## config.mk

```make
export PLATFORM = sky130hd
export DESIGN_NAME = wb_uart_tx_flat
export DESIGN_NICKNAME = d
export VERILOG_FILES = /design/src/rtl/wb_uart_tx_if.sv /design/src/rtl/wb_uart_tx.sv /design/src/flat_wrapper.sv
export SDC_FILE = /design/constraint.sdc
export NUM_CORES = 1
export LEC_CHECK = 0
export ABC_AREA = 1
export CELL_PAD_IN_SITES_DETAIL_PLACEMENT = 1
export CELL_PAD_IN_SITES_GLOBAL_PLACEMENT = 2
export CORE_MARGIN = 2
export CORE_UTILIZATION = 36
export DETAILED_ROUTE_END_ITERATION = 12
export GPL_TIMING_DRIVEN = 0
export HOLD_SLACK_MARGIN = 0.03
export PLACE_DENSITY = 0.89
export SYNTH_ARGS = -nofsm -noshare
export SYNTH_HDL_FRONTEND = slang
export SYNTH_SLANG_ARGS = --single-unit
```

## constraint.sdc

```tcl
create_clock -name wb_clk_i -period 4.3 [get_ports wb_clk_i]
set_clock_uncertainty 0.05 [all_clocks]
set_input_delay 0.86 -clock wb_clk_i [delete_from_list [all_inputs] [get_ports wb_clk_i]]
set_output_delay 0.86 -clock wb_clk_i [all_outputs]
set_load 0.01 [all_outputs]
```

## src/rtl/wb_uart_tx_if.sv

```systemverilog
// Wishbone slave bus bundle for the UART transmitter.
// Signal names follow the management SoC wbs_* port.
interface wb_uart_tx_if;
  logic        wbs_stb_i;
  logic        wbs_cyc_i;
  logic        wbs_we_i;
  logic [3:0]  wbs_sel_i;
  logic [31:0] wbs_dat_i;
  logic [31:0] wbs_adr_i;
  logic        wbs_ack_o;
  logic [31:0] wbs_dat_o;

  modport master (
    output wbs_stb_i, wbs_cyc_i, wbs_we_i,
    output wbs_sel_i, wbs_dat_i, wbs_adr_i,
    input  wbs_ack_o, wbs_dat_o
  );

  modport slave (
    input  wbs_stb_i, wbs_cyc_i, wbs_we_i,
    input  wbs_sel_i, wbs_dat_i, wbs_adr_i,
    output wbs_ack_o, wbs_dat_o
  );
endinterface

```

## src/rtl/wb_uart_tx.sv

```systemverilog
// Wishbone-slave 8N1 UART transmitter with a small TX FIFO.
// Drives one user IO pad (io_out / io_oeb) directly.
module wb_uart_tx #(
  parameter logic [31:0] BASE_ADDR = 32'h3000_0000,
  parameter int          DEPTH     = 8,
  parameter logic [15:0] DIV_RESET = 16'd867
) (
  input  logic        wb_clk_i,
  input  logic        wb_rst_ni,
  wb_uart_tx_if.slave wbs,
  output logic        tx_o,
  output logic        tx_oeb_o,
  output logic        irq_o
);

  localparam int AW = $clog2(DEPTH);

  typedef enum logic [1:0] {
    IDLE,
    START,
    DATA,
    STOP
  } state_t;

  logic        hit;
  logic        req;
  logic [1:0]  reg_sel;
  logic        wr_data;
  logic        wr_stat;
  logic        wr_div;
  logic        wr_ctrl;
  logic [31:0] rdata;

  logic [15:0] div_q;
  logic [2:0]  ctrl_q;
  logic        ovf;

  logic [7:0]    mem [DEPTH];
  logic [AW-1:0] wr_ptr;
  logic [AW-1:0] rd_ptr;
  logic [AW:0]   level;
  logic [3:0]    lvl4;
  logic          full;
  logic          empty;
  logic          push;
  logic          pop;
  logic [7:0]    head;

  state_t      state, state_n;
  logic [15:0] timer, timer_n;
  logic [15:0] div_lat, dlat_n;
  logic [2:0]  bit_idx, idx_n;
  logic [7:0]  shreg, sh_n;
  logic        tx_n;
  logic        tick;
  logic        busy;
  logic        start_ok;
  logic        unused_ok;

  assign hit = wbs.wbs_adr_i[31:4] == BASE_ADDR[31:4];
  assign req = wbs.wbs_stb_i & wbs.wbs_cyc_i
             & hit & ~wbs.wbs_ack_o;
  assign reg_sel = wbs.wbs_adr_i[3:2];

  assign wr_data = req & wbs.wbs_we_i
                 & (reg_sel == 2'd0) & wbs.wbs_sel_i[0];
  assign wr_stat = req & wbs.wbs_we_i
                 & (reg_sel == 2'd1) & wbs.wbs_sel_i[0]
                 & wbs.wbs_dat_i[3];
  assign wr_div  = req & wbs.wbs_we_i & (reg_sel == 2'd2);
  assign wr_ctrl = req & wbs.wbs_we_i
                 & (reg_sel == 2'd3) & wbs.wbs_sel_i[0];

  assign unused_ok = ^{wbs.wbs_sel_i[3:2],
                       wbs.wbs_adr_i[1:0],
                       wbs.wbs_dat_i[31:16]};

  assign full  = level == (AW+1)'(DEPTH);
  assign empty = level == '0;
  assign push  = wr_data & ~full;
  assign head  = mem[rd_ptr];
  assign lvl4  = 4'(level);

  assign busy     = state != IDLE;
  assign tick     = timer == '0;
  assign start_ok = ctrl_q[0] & ~empty;

  // Register read mux; STATUS is a snapshot of pre-edge state.
  always_comb begin
    rdata = '0;
    unique case (reg_sel)
      2'd0: rdata = '0;
      2'd1: rdata = {20'd0, lvl4, 4'd0,
                     ovf, busy, empty, full};
      2'd2: rdata = {16'd0, div_q};
      2'd3: rdata = {29'd0, ctrl_q};
    endcase
  end

  // Single-cycle ack and read data, both registered on the request edge.
  always_ff @(posedge wb_clk_i or negedge wb_rst_ni) begin
    if (!wb_rst_ni) begin
      wbs.wbs_ack_o <= 1'b0;
      wbs.wbs_dat_o <= '0;
    end else begin
      wbs.wbs_ack_o <= req;
      wbs.wbs_dat_o <= (req & ~wbs.wbs_we_i) ? rdata : '0;
    end
  end

  // Control registers and sticky overflow flag.
  always_ff @(posedge wb_clk_i or negedge wb_rst_ni) begin
    if (!wb_rst_ni) begin
      div_q  <= DIV_RESET;
      ctrl_q <= '0;
      ovf    <= 1'b0;
    end else begin
      if (wr_div && wbs.wbs_sel_i[0])
        div_q[7:0] <= wbs.wbs_dat_i[7:0];
      if (wr_div && wbs.wbs_sel_i[1])
        div_q[15:8] <= wbs.wbs_dat_i[15:8];
      if (wr_ctrl)
        ctrl_q <= wbs.wbs_dat_i[2:0];
      if (wr_data && full)
        ovf <= 1'b1;
      else if (wr_stat)
        ovf <= 1'b0;
    end
  end

  // FIFO storage; contents need no reset since level gates reads.
  always_ff @(posedge wb_clk_i) begin
    if (push)
      mem[wr_ptr] <= wbs.wbs_dat_i[7:0];
  end

  // FIFO pointers and level; push is dropped on pre-pop full.
  always_ff @(posedge wb_clk_i or negedge wb_rst_ni) begin
    if (!wb_rst_ni) begin
      wr_ptr <= '0;
      rd_ptr <= '0;
      level  <= '0;
    end else begin
      if (push)
        wr_ptr <= wr_ptr + 1'b1;
      if (pop)
        rd_ptr <= rd_ptr + 1'b1;
      level <= level + {{AW{1'b0}}, push}
                     - {{AW{1'b0}}, pop};
    end
  end

  // TX FSM next state, bit timing and line value.
  always_comb begin
    state_n = state;
    timer_n = timer;
    dlat_n  = div_lat;
    idx_n   = bit_idx;
    sh_n    = shreg;
    tx_n    = tx_o;
    pop     = 1'b0;
    unique case (state)
      IDLE: begin
        tx_n = 1'b1;
        if (start_ok) begin
          pop     = 1'b1;
          sh_n    = head;
          dlat_n  = div_q;
          timer_n = div_q;
          tx_n    = 1'b0;
          state_n = START;
        end
      end
      START: begin
        if (!tick) begin
          timer_n = timer - 16'd1;
        end else begin
          timer_n = div_lat;
          idx_n   = 3'd0;
          tx_n    = shreg[0];
          state_n = DATA;
        end
      end
      DATA: begin
        if (!tick) begin
          timer_n = timer - 16'd1;
        end else if (bit_idx == 3'd7) begin
          timer_n = div_lat;
          tx_n    = 1'b1;
          state_n = STOP;
        end else begin
          timer_n = div_lat;
          sh_n    = {1'b0, shreg[7:1]};
          tx_n    = shreg[1];
          idx_n   = bit_idx + 3'd1;
        end
      end
      STOP: begin
        if (!tick) begin
          timer_n = timer - 16'd1;
        end else if (start_ok) begin
          pop     = 1'b1;
          sh_n    = head;
          dlat_n  = div_q;
          timer_n = div_q;
          tx_n    = 1'b0;
          state_n = START;
        end else begin
          tx_n    = 1'b1;
          state_n = IDLE;
        end
      end
      default: state_n = IDLE;
    endcase
  end

  // TX FSM state and datapath registers; line idles high in reset.
  always_ff @(posedge wb_clk_i or negedge wb_rst_ni) begin
    if (!wb_rst_ni) begin
      state   <= IDLE;
      timer   <= '0;
      div_lat <= DIV_RESET;
      bit_idx <= '0;
      shreg   <= '0;
      tx_o    <= 1'b1;
    end else begin
      state   <= state_n;
      timer   <= timer_n;
      div_lat <= dlat_n;
      bit_idx <= idx_n;
      shreg   <= sh_n;
      tx_o    <= tx_n;
    end
  end

  // Registered pad enable and interrupt.
  always_ff @(posedge wb_clk_i or negedge wb_rst_ni) begin
    if (!wb_rst_ni) begin
      tx_oeb_o <= 1'b1;
      irq_o    <= 1'b0;
    end else begin
      tx_oeb_o <= ~ctrl_q[1];
      irq_o    <= ctrl_q[2] & empty & ~busy;
    end
  end

endmodule
```

## src/flat_wrapper.sv

```systemverilog
// flat-port wrapper written by rule: the top's interface ports become plain ports
module wb_uart_tx_flat 
#(
  parameter logic [31:0] BASE_ADDR = 32'h3000_0000,
  parameter int          DEPTH     = 8,
  parameter logic [15:0] DIV_RESET = 16'd867
)
  (wb_clk_i, wb_rst_ni, tx_o, tx_oeb_o, irq_o, wbs_wbs_stb_i, wbs_wbs_cyc_i, wbs_wbs_we_i, wbs_wbs_sel_i, wbs_wbs_dat_i, wbs_wbs_adr_i, wbs_wbs_ack_o, wbs_wbs_dat_o);
  wb_uart_tx_if wbs_i ();
  input  logic wb_clk_i;
  input  logic wb_rst_ni;
  output logic tx_o;
  output logic tx_oeb_o;
  output logic irq_o;
  input wire logic [$bits(wbs_i.wbs_stb_i)-1:0] wbs_wbs_stb_i;
  input wire logic [$bits(wbs_i.wbs_cyc_i)-1:0] wbs_wbs_cyc_i;
  input wire logic [$bits(wbs_i.wbs_we_i)-1:0] wbs_wbs_we_i;
  input wire logic [$bits(wbs_i.wbs_sel_i)-1:0] wbs_wbs_sel_i;
  input wire logic [$bits(wbs_i.wbs_dat_i)-1:0] wbs_wbs_dat_i;
  input wire logic [$bits(wbs_i.wbs_adr_i)-1:0] wbs_wbs_adr_i;
  output wire logic [$bits(wbs_i.wbs_ack_o)-1:0] wbs_wbs_ack_o;
  output wire logic [$bits(wbs_i.wbs_dat_o)-1:0] wbs_wbs_dat_o;
  assign wbs_i.wbs_stb_i = wbs_wbs_stb_i;
  assign wbs_i.wbs_cyc_i = wbs_wbs_cyc_i;
  assign wbs_i.wbs_we_i = wbs_wbs_we_i;
  assign wbs_i.wbs_sel_i = wbs_wbs_sel_i;
  assign wbs_i.wbs_dat_i = wbs_wbs_dat_i;
  assign wbs_i.wbs_adr_i = wbs_wbs_adr_i;
  assign wbs_wbs_ack_o = wbs_i.wbs_ack_o;
  assign wbs_wbs_dat_o = wbs_i.wbs_dat_o;
  wb_uart_tx #(.BASE_ADDR(BASE_ADDR), .DEPTH(DEPTH), .DIV_RESET(DIV_RESET)) u_core (.wb_clk_i(wb_clk_i), .wb_rst_ni(wb_rst_ni), .wbs(wbs_i), .tx_o(tx_o), .tx_oeb_o(tx_oeb_o), .irq_o(irq_o));
endmodule
```

==> results of run 1 <==
[metal layers]
metal  routed length (um)  global-route usage, %
met5                    0                      0
met4                  374                  6.333
met3                  739                  4.037
met2                 9978                  32.88
met1                 9360                  25.62
[cell families (layout without fill, tap and decap cells)]
family | count (synthesis) | in the layout | share of synthesized area (%)
DFF | 159 | 159 | 56.79
other | 1 | 16 | 0.04934
adders and majority gates | 17 | 17 | 2.897
buffers and inverters | 132 | 237 | 7.802
and+or+nand+nor | 353 | 353 | 19.72
xor gates and xnor gates | 13 | 13 | 1.498
AOI/OAI and AO/OA | 153 | 153 | 11.24
[stage by stage]
stage / hold slack, ns / utilization [%] / total power [uW]
final: 0.2982 / 44.94 / 3340
after global routing: 0.3107 / 44.94 / 3440
after CTS: 0.2969 / 44.94 / 3366
after detailed placement: 0.4103 / 41.87 / 1723
after global placement: 0.3928 / 41.75 / 1718
after floorplan: 0.3324 / - / 1639
[final timing paths]
| check | endpoint | from | slack [ns] | depth (start not counted) |
|---|---|---|---|---|
| hold reg to reg | u_core.tx_oeb_o$_DFF_PN1_ | u_core.ctrl_q[1]$_DFFE_PN0P_ | 0.40 | 1 |
| setup reg to reg | u_core.level[2]$_DFF_PN0_ | u_core.timer[0]$_DFF_PN0_ | 0.94 | 14 |
| setup / recovery | u_core.level[2]$_DFF_PN0_ | u_core.timer[0]$_DFF_PN0_ | 0.94 | 14 |
| max in group asynchronous | u_core.div_q[6]$_DFFE_PN1P_ | wb_rst_ni | 3.19 | 2 |
| hold / removal | u_core.div_lat[13]$_DFFE_PN0P_ | wb_rst_ni | 0.30 | 1 |
| min in group wb_clk_i | u_core.tx_oeb_o$_DFF_PN1_ | u_core.ctrl_q[1]$_DFFE_PN0P_ | 0.40 | 1 |
[synth_stat cells (3+ instances only)]
cell,count
clkinv_1,3
nor3_1,12
buf_4,19
xnor2_1,4
edfxtp_1,64
nand3_2,3
o21ai_0,96
ha_1,16
nand3_1,46
a21oi_1,16
o211ai_1,12
xor2_1,9
nor2_4,3
nor2_1,81
clkbuf_1,13
nand4_1,7
nand2_1,194
o22ai_1,8
o21ai_1,10
buf_2,6
dfstp_2,14
dfrtp_1,81
inv_1,85
[flip-flops by register name (all words and copies together), names as in the netlist, 2 cells and up]
register / flops
u_core.div_lat: 16
u_core.rd_ptr: 3
u_core.mem: 64
u_core.timer: 16
u_core.wbs.wbs_dat_o: 16
u_core.shreg: 8
u_core.ctrl_q: 3
u_core.wr_ptr: 3
u_core.div_q: 16
u_core.state: 2
u_core.level: 4
u_core.bit_idx: 3
[cell type report]
type                       count  area (um^2)
fill                        2426        11500
inverter                      90        337.8
tap                          275        344.1
timing repair buffer          73        745.7
sequential                   159         4317
clock inverter                14        201.4
multi-input combinational    552         2748
clock buffer                  18        439.2
buffer                        42        255.2
[power breakdown]
group          internal (uW)  switching, uW
logic                   57.0           54.5
registers               1580        0.00437
clock network            999            649
==> qor.csv, run 1 <==
stage;metric;value;unit
run_status;status;completed;
finish;design_area;9388;um^2
synth;syn_area_per_cell;9.180;um^2
pwr;powerDensity;355.7;nW/um^2
cts;cts-root-buf;clkbuf_16;
pwr;vdd_drop_max;0.2677;mV
synth;synth_top_area_cell;dfrtp_1;
synth;syn_area;7601;um^2
detailed_routing;wirelength;20.45;mm
sta;clock.fmax;0.2980;GHz
critical_path;cp_data_arrival_time;3.62;ns
placement;gp_congestion;0.7830;
synth;synthTopCellsByArea;dfrtp_1 (27%), edfxtp_1 (25%), nand2_1 (9.6%);
synth;ys_seq_area_share;56.79;%
critical_path;cp_data_required_time;4.57;ns
global_route;grt-ovfl-total;0;
critical_path;cp_max_fo;10;
global_route;grt_pass1_wl;33.82;mm
cts;numCtsBuffers;17;
detailed_routing;drt_iter0_markers;388;
cts;clockBufferDepth;2;
global_route;grt_antenna_before_repair;0;
floorplan;die-height;149.3;um
synth;synth_cell_types;43;
cts;h-tree-depth;4;
finish;layout_common_cells;nand2_1 (194), o21ai_0 (96), inv_1 (85);
placement;placed_area;8747;um^2
sta;post-route-period-util;78.04;%
sta;grt_setup_unrepaired;no;
finish;nets;1025;
finish;instances_no_fill;1223;
global_route;first_global_vias;6494;
detailed_routing;ant_nets;0;
cts;clkSinkCount;159;
sta;slew_viol_final;0;
sta;setup_viol;0;
synth;synth-edff-count;64;
cts;clk_latency;0.43;ns
critical_path;cpPeakStageDelay;0.40;ns
placement;dp_slack;0.5603;ns
placement;port_buffers;72;
finish;layout_commonest_cell;nand2_1;
cts;hold_buffers;0;
detailed_routing;vias_per_cell;4.896;
floorplan;start_util;36.39;%
critical_path;cpMostUsedCell;inv_1;
cts;cts_tree;built;
detailed_routing;firstDrtPassIters;5;
synth;synthCells;828;
pwr;leakage;0.004118;uW
global_route;grt_max_degree;72;
global_route;grt_usage;19.65;%
floorplan;core_area;20890;um^2
detailed_routing;remaining_drc_errors;0;
floorplan;dieArea;22290;um^2
synth;synth-seq-cells;159;
cts;post_cts_buffers;0;
finish;diodes;0;
min_path;hp-class;in2async;
critical_path;crit_type;reg2reg;
floorplan;rows;53;
detailed_routing;wire_per_inst;16.72;um
finish;drive_gt1_share;9.916;%
synth;ys.flop_type;dfrtp_1;
sta;hold_viol_final;0;
synth;postSynth.asyncResetShare;59.75;%
job;maxCapViolations;0;
placement;dpl.cell_count;1191;
sta;max-slew-margin-rel;42.96;%
floorplan;die-width;149.3;um
finish;syn_to_final_growth;23.51;%
cts;clkSlewWorstSetupHoldPaths;0.07;ns
critical_path;crit_buf_inv;4;
synth;synth_top_area_share;26.67;%
sta;worst_pin_slew;0.8524;ns
sta;fin_crit;3.356;ns
critical_path;end_kind;register;
floorplan;num_io_pins;109;
sta;fin_ws;0.9444;ns
critical_path;path_delay_family;adder cells;
sta;tns;0;ns
critical_path;cp_slowest_cell;fa_1;
placement;place.detailed.hpwl;14.98;mm
synth;yosysWarnings;0;
cts;ctsResizeCount;0;
detailed_routing;via_count;5988;
critical_path;path_cells;inv_1, ha_1, nand2_2, nor3_4, nand3_4, o21ai_4, nand3_1, inv_1, ha_1, inv_1, ha_1, inv_1, fa_1, xnor2_1;
critical_path;startpoint_type;register;
Power figures use the tool's default switching activity.
==> inputs of run 2 (changes only) <==
--- a/config.mk
+++ b/config.mk
@@ -9,11 +9,11 @@
 export CELL_PAD_IN_SITES_DETAIL_PLACEMENT = 1
 export CELL_PAD_IN_SITES_GLOBAL_PLACEMENT = 2
 export CORE_MARGIN = 2
-export CORE_UTILIZATION = 36
+export CORE_UTILIZATION = 34
 export DETAILED_ROUTE_END_ITERATION = 12
 export GPL_TIMING_DRIVEN = 0
 export HOLD_SLACK_MARGIN = 0.03
-export PLACE_DENSITY = 0.89
+export PLACE_DENSITY = 0.85
 export SYNTH_ARGS = -nofsm -noshare
 export SYNTH_HDL_FRONTEND = slang
 export SYNTH_SLANG_ARGS = --single-unit
==> constraint.sdc (replaced) <==
create_clock -name wb_clk_i -period 3.1 [get_ports wb_clk_i]
set_clock_uncertainty 0.05 [all_clocks]
set_input_delay 0.62 -clock wb_clk_i [delete_from_list [all_inputs] [get_ports wb_clk_i]]
set_output_delay 0.62 -clock wb_clk_i [all_outputs]
set_load 0.01 [all_outputs]
==> run 2 against run 1 <==
Against the previous run:
- sequential share of layout area about the same
- via count increased by 1.0%
- cell area about the same
- setup slack worse by 0.78 ns
- count of clock-buffer cells in the layout down 1
- non-clock buffer count rose by 6
- clock power up 20%
- flip-flop and latch count unchanged
- die area grew 5.7%
- final cell count rose by 0.90%
- register-to-register slack got worse by 0.73 ns
- combinational power rose by 40%
==> qor.csv, run 2 (same netlist as run 1, synthesis figures left out) <==
stage;metric;value;unit;change
floorplan;num_io_pins;109;;unchanged
finish;regMostFlops;u_core.mem;;
floorplan;core_area;21890;um^2;+4.8%
sta;slew_viol_final;0;;unchanged
sta;worst_pin_slew;0.8328;ns;-0.01961 ns
floorplan;rows;54;;+1.9%
critical_path;end_kind;register;;
sta;setup_viol;0;;unchanged
detailed_routing;wl_met2;10.13;mm;+1.5%
detailed_routing;vias_per_cell;4.903;;+0.13%
pwr;vdd_drop_max;0.4035;mV;+51%
run_status;status;completed;;
pwr;leakage;0.004110;uW;-0.20%
finish;largest_reg_flops;64;;unchanged
sta;grt_setup_unrepaired;yes;;
sta;fin_crit;2.939;ns;
critical_path;cp_data_required_time;3.11;ns;-1.46 ns
min_path;hp-class;in2async;;
critical_path;cp_data_arrival_time;2.95;ns;-0.67 ns
detailed_routing;wire_per_inst;16.64;um;-0.50%
sta;clock.fmax;0.3402;GHz;
detailed_routing;via_count;6050;;+1.0%
floorplan;start_util;34.72;%;-1.7 points
detailed_routing;dr_wl_met3;749;um;+1.4%
finish;fillers;2608;;+7.5%
cts;clk_latency;0.43;ns;about the same
finish;area.sequential;4317;um^2;unchanged
finish;drive_gt1_share;11.22;%;+1.3 points
critical_path;crit_type;in2reg;;
cts;clockBufferDepth;2;;unchanged
detailed_routing;wirelength;20.53;mm;+0.40%
placement;port_buffers;72;;unchanged
global_route;grt_max_degree;70;;-2.8%
critical_path;cp_max_fo;8;;-2
sta;max-slew-margin-rel;44.27;%;+1.3 points
detailed_routing;drt_iter0_markers;295;;-24%
pwr;total_power;4322;uW;+29%
cts;numCtsBuffers;17;;unchanged
detailed_routing;remaining_drc_errors;0;;unchanged
finish;multi_input_area;2768;um^2;+0.73%
sta;post-route-period-util;94.82;%;
sta;tns;0;ns;unchanged
finish;nets;1031;;+0.59%
placement;place.detailed.hpwl;15.13;mm;+0.98%
global_route;first_global_vias;6369;;-1.9%
placement;gp_congestion;0.7763;;-0.86%
global_route;grt_antenna_before_repair;0;;unchanged
cts;clkSinkCount;159;;unchanged
finish;diodes;0;;unchanged
detailed_routing;ant_nets;0;;unchanged
finish;layout_common_cells;nand2_1 (194), o21ai_0 (96), inv_1 (85);;
sta;hold_viol_final;0;;unchanged
detailed_routing;highest_layer;met4;;
finish;syn_to_final_growth;23.39;%;about the same
global_route;grt-ovfl-total;0;;unchanged
cts;h-tree-depth;4;;unchanged
cts;cts-root-buf;clkbuf_16;;
cts;cts_tree;built;;
cts;clkSlewWorstSetupHoldPaths;0.07;ns;about the same
floorplan;die-height;153.5;um;+2.8%
job;maxCapViolations;0;;unchanged
pwr;powerDensity;460.9;nW/um^2;+30%
global_route;grt_usage;18.12;%;-1.5 points
detailed_routing;drt-met1-wl;9.433;mm;+0.78%
critical_path;startpoint_type;input port;;
floorplan;dieArea;23570;um^2;+5.7%
finish;layout_commonest_cell;nand2_1;;
floorplan;die-width;153.5;um;+2.8%
global_route;grt_pass1_wl;33.93;mm;+0.35%
detailed_routing;firstDrtPassIters;4;;-1
cts;hold_buffers;0;;unchanged
==> run 2: power breakdown <==
group,switching (uW),internal [uW]
Clock,924,1050
Combinational,75.6,79.0
Sequential,0.00591,2190
==> run 2: worst max-delay path, stage by stage <==
cell             delay [ns]
clkdlybuf4s50_1        0.40
nor2_1                 0.11
nand2_1                0.06
nor2_1                 0.10
nand2_1                0.10
nor2_2                 0.18
nand4_1                0.28
nor2_4                 0.27
nand2_1                0.16
nor2_1                 0.66
==> run 2: timing repair <==
action | 4_1_cts | 5_1_grt
endpoints found under the setup margin | 3 | 66
pin swaps | 1 | 1
resized for setup | 1 | 7
buffers inserted | 1 | 5
==> run 2: through the flow <==
stage	hold WS [ns]	setup WS [ns]	util (%)	std cells	instance area [um^2]
2_1_floorplan	0.2744	0.4119	-	843	7657
3_3_place_gp	0.4094	-2.386	39.87	1195	8728
3_5_place_dp	0.4086	-0.4332	39.99	1196	8753
4_1_cts	0.06512	0.03077	42.59	1229	9323
5_1_grt	0.07410	-0.1396	42.84	1234	9379
6_report	0.06820	0.1606	42.84	1234	9379
==> run 2: layout make-up <==
type,count,area share (%)
buffer,42,2.721
tap,280,3.735
clock buffer,17,4.536
inverter,90,3.642
multi-input combinational,552,29.51
timing repair buffer,79,8.431
clock inverter,15,1.401
sequential,159,46.02
==> run 2: metal layers <==
metal / GRT usage [%] / up-vias
li1: - / 2940
met1: 24.34 / 2977
met2: 29.88 / 119
met3: 3.467 / 14
met4: 5.505 / 0
met5: 0 / -
==> run 2: final timing paths <==
path	from	to	slack (ns)	cells past startpoint
setup / recovery	wbs_wbs_adr_i[25]	u_core.mem[0][0]$_DFFE_PP_	0.16	10
hold / removal	wb_rst_ni	u_core.shreg[6]$_DFFE_PN0P_	0.07	1
setup reg to reg	u_core.timer[0]$_DFF_PN0_	u_core.level[2]$_DFF_PN0_	0.21	14
min in group wb_clk_i	u_core.ctrl_q[1]$_DFFE_PN0P_	u_core.tx_oeb_o$_DFF_PN1_	0.42	1
max in group asynchronous	wb_rst_ni	u_core.div_lat[8]$_DFFE_PN1P_	2.22	2
hold reg to reg	u_core.ctrl_q[1]$_DFFE_PN0P_	u_core.tx_oeb_o$_DFF_PN1_	0.42	1
==> inputs of run 3 (changes only) <==
--- a/config.mk
+++ b/config.mk
@@ -14,6 +14,7 @@
 export GPL_TIMING_DRIVEN = 0
 export HOLD_SLACK_MARGIN = 0.03
 export PLACE_DENSITY = 0.85
+export SLEW_MARGIN = 30
 export SYNTH_ARGS = -nofsm -noshare
 export SYNTH_HDL_FRONTEND = slang
 export SYNTH_SLANG_ARGS = --single-unit
==> run 3 against run 2 <==
Against the previous run:
- sequential share of layout area fell by 0.22 points
- sequential power barely moved
- core utilization rose by 0.21 points
- highest routed layer unchanged
==> qor.csv, run 3 (same netlist as run 1, synthesis figures left out) <==
stage;metric;value;unit;change
sta;holdWs;0.4055;ns;+0.3373 ns
cts;clkSinkCount;159;;unchanged
floorplan;num_io_pins;109;;unchanged
critical_path;r2r-end;u_core.level[2]$_DFF_PN0_;;
pwr;internal-power;3369;uW;+1.4%
cts;clkSlewWorstSetupHoldPaths;0.07;ns;about the same
detailed_routing;drt_iter0_markers;346;;+17%
critical_path;crit_type;reg2reg;;
run_status;status;completed;;
pwr;p_sw_share;23.58;%;+0.46 points
detailed_routing;ant_nets;0;;unchanged
finish;fin_util;43.05;%;+0.21 points
floorplan;rows;54;;unchanged
finish;largest_reg_flops;64;;unchanged
critical_path;regToRegStartpoint;u_core.timer[0]$_DFF_PN0_;;
sta;grt_setup_unrepaired;yes;;
pwr;leakage;0.004130;uW;+0.50%
sta;worst_pin_slew;0.5713;ns;-0.2615 ns
cts;clk_latency;0.43;ns;about the same
global_route;grt-ovfl-total;0;;unchanged
global_route;grt_max_degree;65;;-7.1%
detailed_routing;vias_per_cell;4.940;;+0.76%
sta;fin_crit;2.919;ns;-0.02047 ns
cts;numCtsBuffers;17;;unchanged
finish;layout_commonest_cell;nand2_1;;
critical_path;cp_data_arrival_time;3.18;ns;+0.23 ns
cts;cts-root-buf;clkbuf_16;;
sta;tns;0;ns;unchanged
sta;hold_viol_final;0;;unchanged
pwr;p_switching;1039;uW;+4.0%
sta;clock.fmax;0.3426;GHz;+0.70%
pwr;combPwrFrac;3.6;%;about the same
global_route;grt_pass1_wl;34.04;mm;+0.32%
cts;cts_tree;built;;
job;maxCapViolations;0;;unchanged
floorplan;core_area;21890;um^2;unchanged
floorplan;die-width;153.5;um;unchanged
critical_path;reg2reg_depth;14;;unchanged
global_route;grt_usage;18.20;%;+0.079 points
finish;diodes;0;;unchanged
pwr;vdd_drop_max;0.4127;mV;+2.3%
placement;gp_congestion;0.7763;;unchanged
critical_path;end_kind;register;;
sta;setup_viol;0;;unchanged
sta;slew_viol_final;0;;unchanged
detailed_routing;wirelength;20.83;mm;+1.5%
placement;place.detailed.hpwl;15.13;mm;about the same
critical_path;r2r_setup_slack;0.18;ns;-0.03 ns
detailed_routing;wire_per_inst;16.87;um;+1.4%
critical_path;startpoint_type;register;;
finish;layout_common_cells;nand2_1 (194), o21ai_0 (96), inv_1 (85);;
sta;max-slew-margin-rel;61.91;%;+18 points
critical_path;cp-endpoint;u_core.level[2]$_DFF_PN0_;;
sta;post-route-period-util;94.16;%;-0.66 points
placement;port_buffers;72;;unchanged
critical_path;cp_max_fo;4;;-4
finish;nets;1032;;+0.097%
cts;h-tree-depth;4;;unchanged
critical_path;cp-startpoint;u_core.timer[0]$_DFF_PN0_;;
min_path;hp-class;reg2reg;;
pwr;seq_power_share;49.7;%;-1.0 points
detailed_routing;firstDrtPassIters;5;;+1
pwr;powerDensity;467.7;nW/um^2;+1.5%
pwr;p_clk_share;46.7;%;+1.0 points
global_route;grt_antenna_before_repair;0;;unchanged
floorplan;start_util;34.72;%;unchanged
critical_path;cp_data_required_time;3.36;ns;+0.25 ns
cts;clockBufferDepth;2;;unchanged
detailed_routing;remaining_drc_errors;0;;unchanged
finish;syn_to_final_growth;23.98;%;
detailed_routing;via_count;6101;;+0.84%
finish;regMostFlops;u_core.mem;;
floorplan;die-height;153.5;um;unchanged
finish;drive_gt1_share;11.62;%;+0.41 points
global_route;first_global_vias;6385;;+0.25%
floorplan;dieArea;23570;um^2;unchanged
## run 3: cell types whose count changed in the layout (fill, tap and decap cells not counted), sizes merged
cell,before,now
inv,93,99
clkinv,11,4
clkbuf,32,33
dlygate4sd3,0,1
## run 3: critical path, stage by stage (launching register included)
cell and delay [ns]:
dfrtp_1 0.38, inv_1 0.15, ha_1 0.24, nand2_2 0.14, nor3_4 0.17, nand3_4 0.14
o21ai_4 0.20, nand3_2 0.16, inv_1 0.14, ha_1 0.24, inv_1 0.06, ha_1 0.16
inv_1 0.06, fa_1 0.40, xnor2_1 0.14
## run 3: stage by stage
stage          setup slack [ns]  cell area, um^2  total power [uW]  instances
6_report                 0.1811             9424              4408       1235
3_5_place_dp            -0.4403             8757              2391       1196
4_1_cts                0.008443             9358              4449       1230
5_1_grt                -0.02013             9424              4539       1235
3_3_place_gp             -2.386             8728              2384       1195
2_1_floorplan            0.4119             7657              2273        843
## run 3: area by class of cell
type	count	area [um^2]
plain buffers	42	255.2
clock buffers	18	439.2
clock inverters	14	138.9
fillers	2572	12470
inverters	90	341.6
multi-input cells	552	2778
flip-flops and latches	159	4317
well taps	280	350.3
repair buffers	80	804.5
## run 3: how the worst min path moves through the flow
| stage | start | slack (ns) | end | cells after the start |
|---|---|---|---|---|
| floorplan | wb_rst_ni | 0.27 | u_core.bit_idx[0]$_DFFE_PN0P_ | 0 |
| CTS | u_core.ctrl_q[1]$_DFFE_PN0P_ | 0.42 | u_core.tx_oeb_o$_DFF_PN1_ | 1 |
| global placement | u_core.ctrl_q[1]$_DFFE_PN0P_ | 0.41 | u_core.tx_oeb_o$_DFF_PN1_ | 1 |
| detailed placement | u_core.ctrl_q[1]$_DFFE_PN0P_ | 0.41 | u_core.tx_oeb_o$_DFF_PN1_ | 1 |
| global route | u_core.ctrl_q[1]$_DFFE_PN0P_ | 0.43 | u_core.tx_oeb_o$_DFF_PN1_ | 1 |
| finish | u_core.ctrl_q[1]$_DFFE_PN0P_ | 0.41 | u_core.tx_oeb_o$_DFF_PN1_ | 1 |
## run 3: power by group through the flow
stage	sequential, uW	combinational [uW]	clock [uW]
after global placement	2230	151	0
after global routing	2190	174	2180
after CTS	2190	159	2100
after floorplan	2230	39.5	0
after detailed placement	2230	158	0
final	2190	157	2060
## run 3: layer usage
metal,track usage [%],wire length (um),up-vias
li1,-,-,2938
met4,5.242,297,0
met2,30.29,10250,136
met1,24.46,9422,3002
met5,0,0,-
met3,3.269,858,25
## run 3: repair_timing
item                       4_1_cts  5_1_grt
setup buffers                    1        5
pin swaps                        1        1
hold buffers                     1        0
setup endpoints to repair        3       66
cloned                           0        0
gates resized for setup          1       10
hold endpoints to repair        23        0
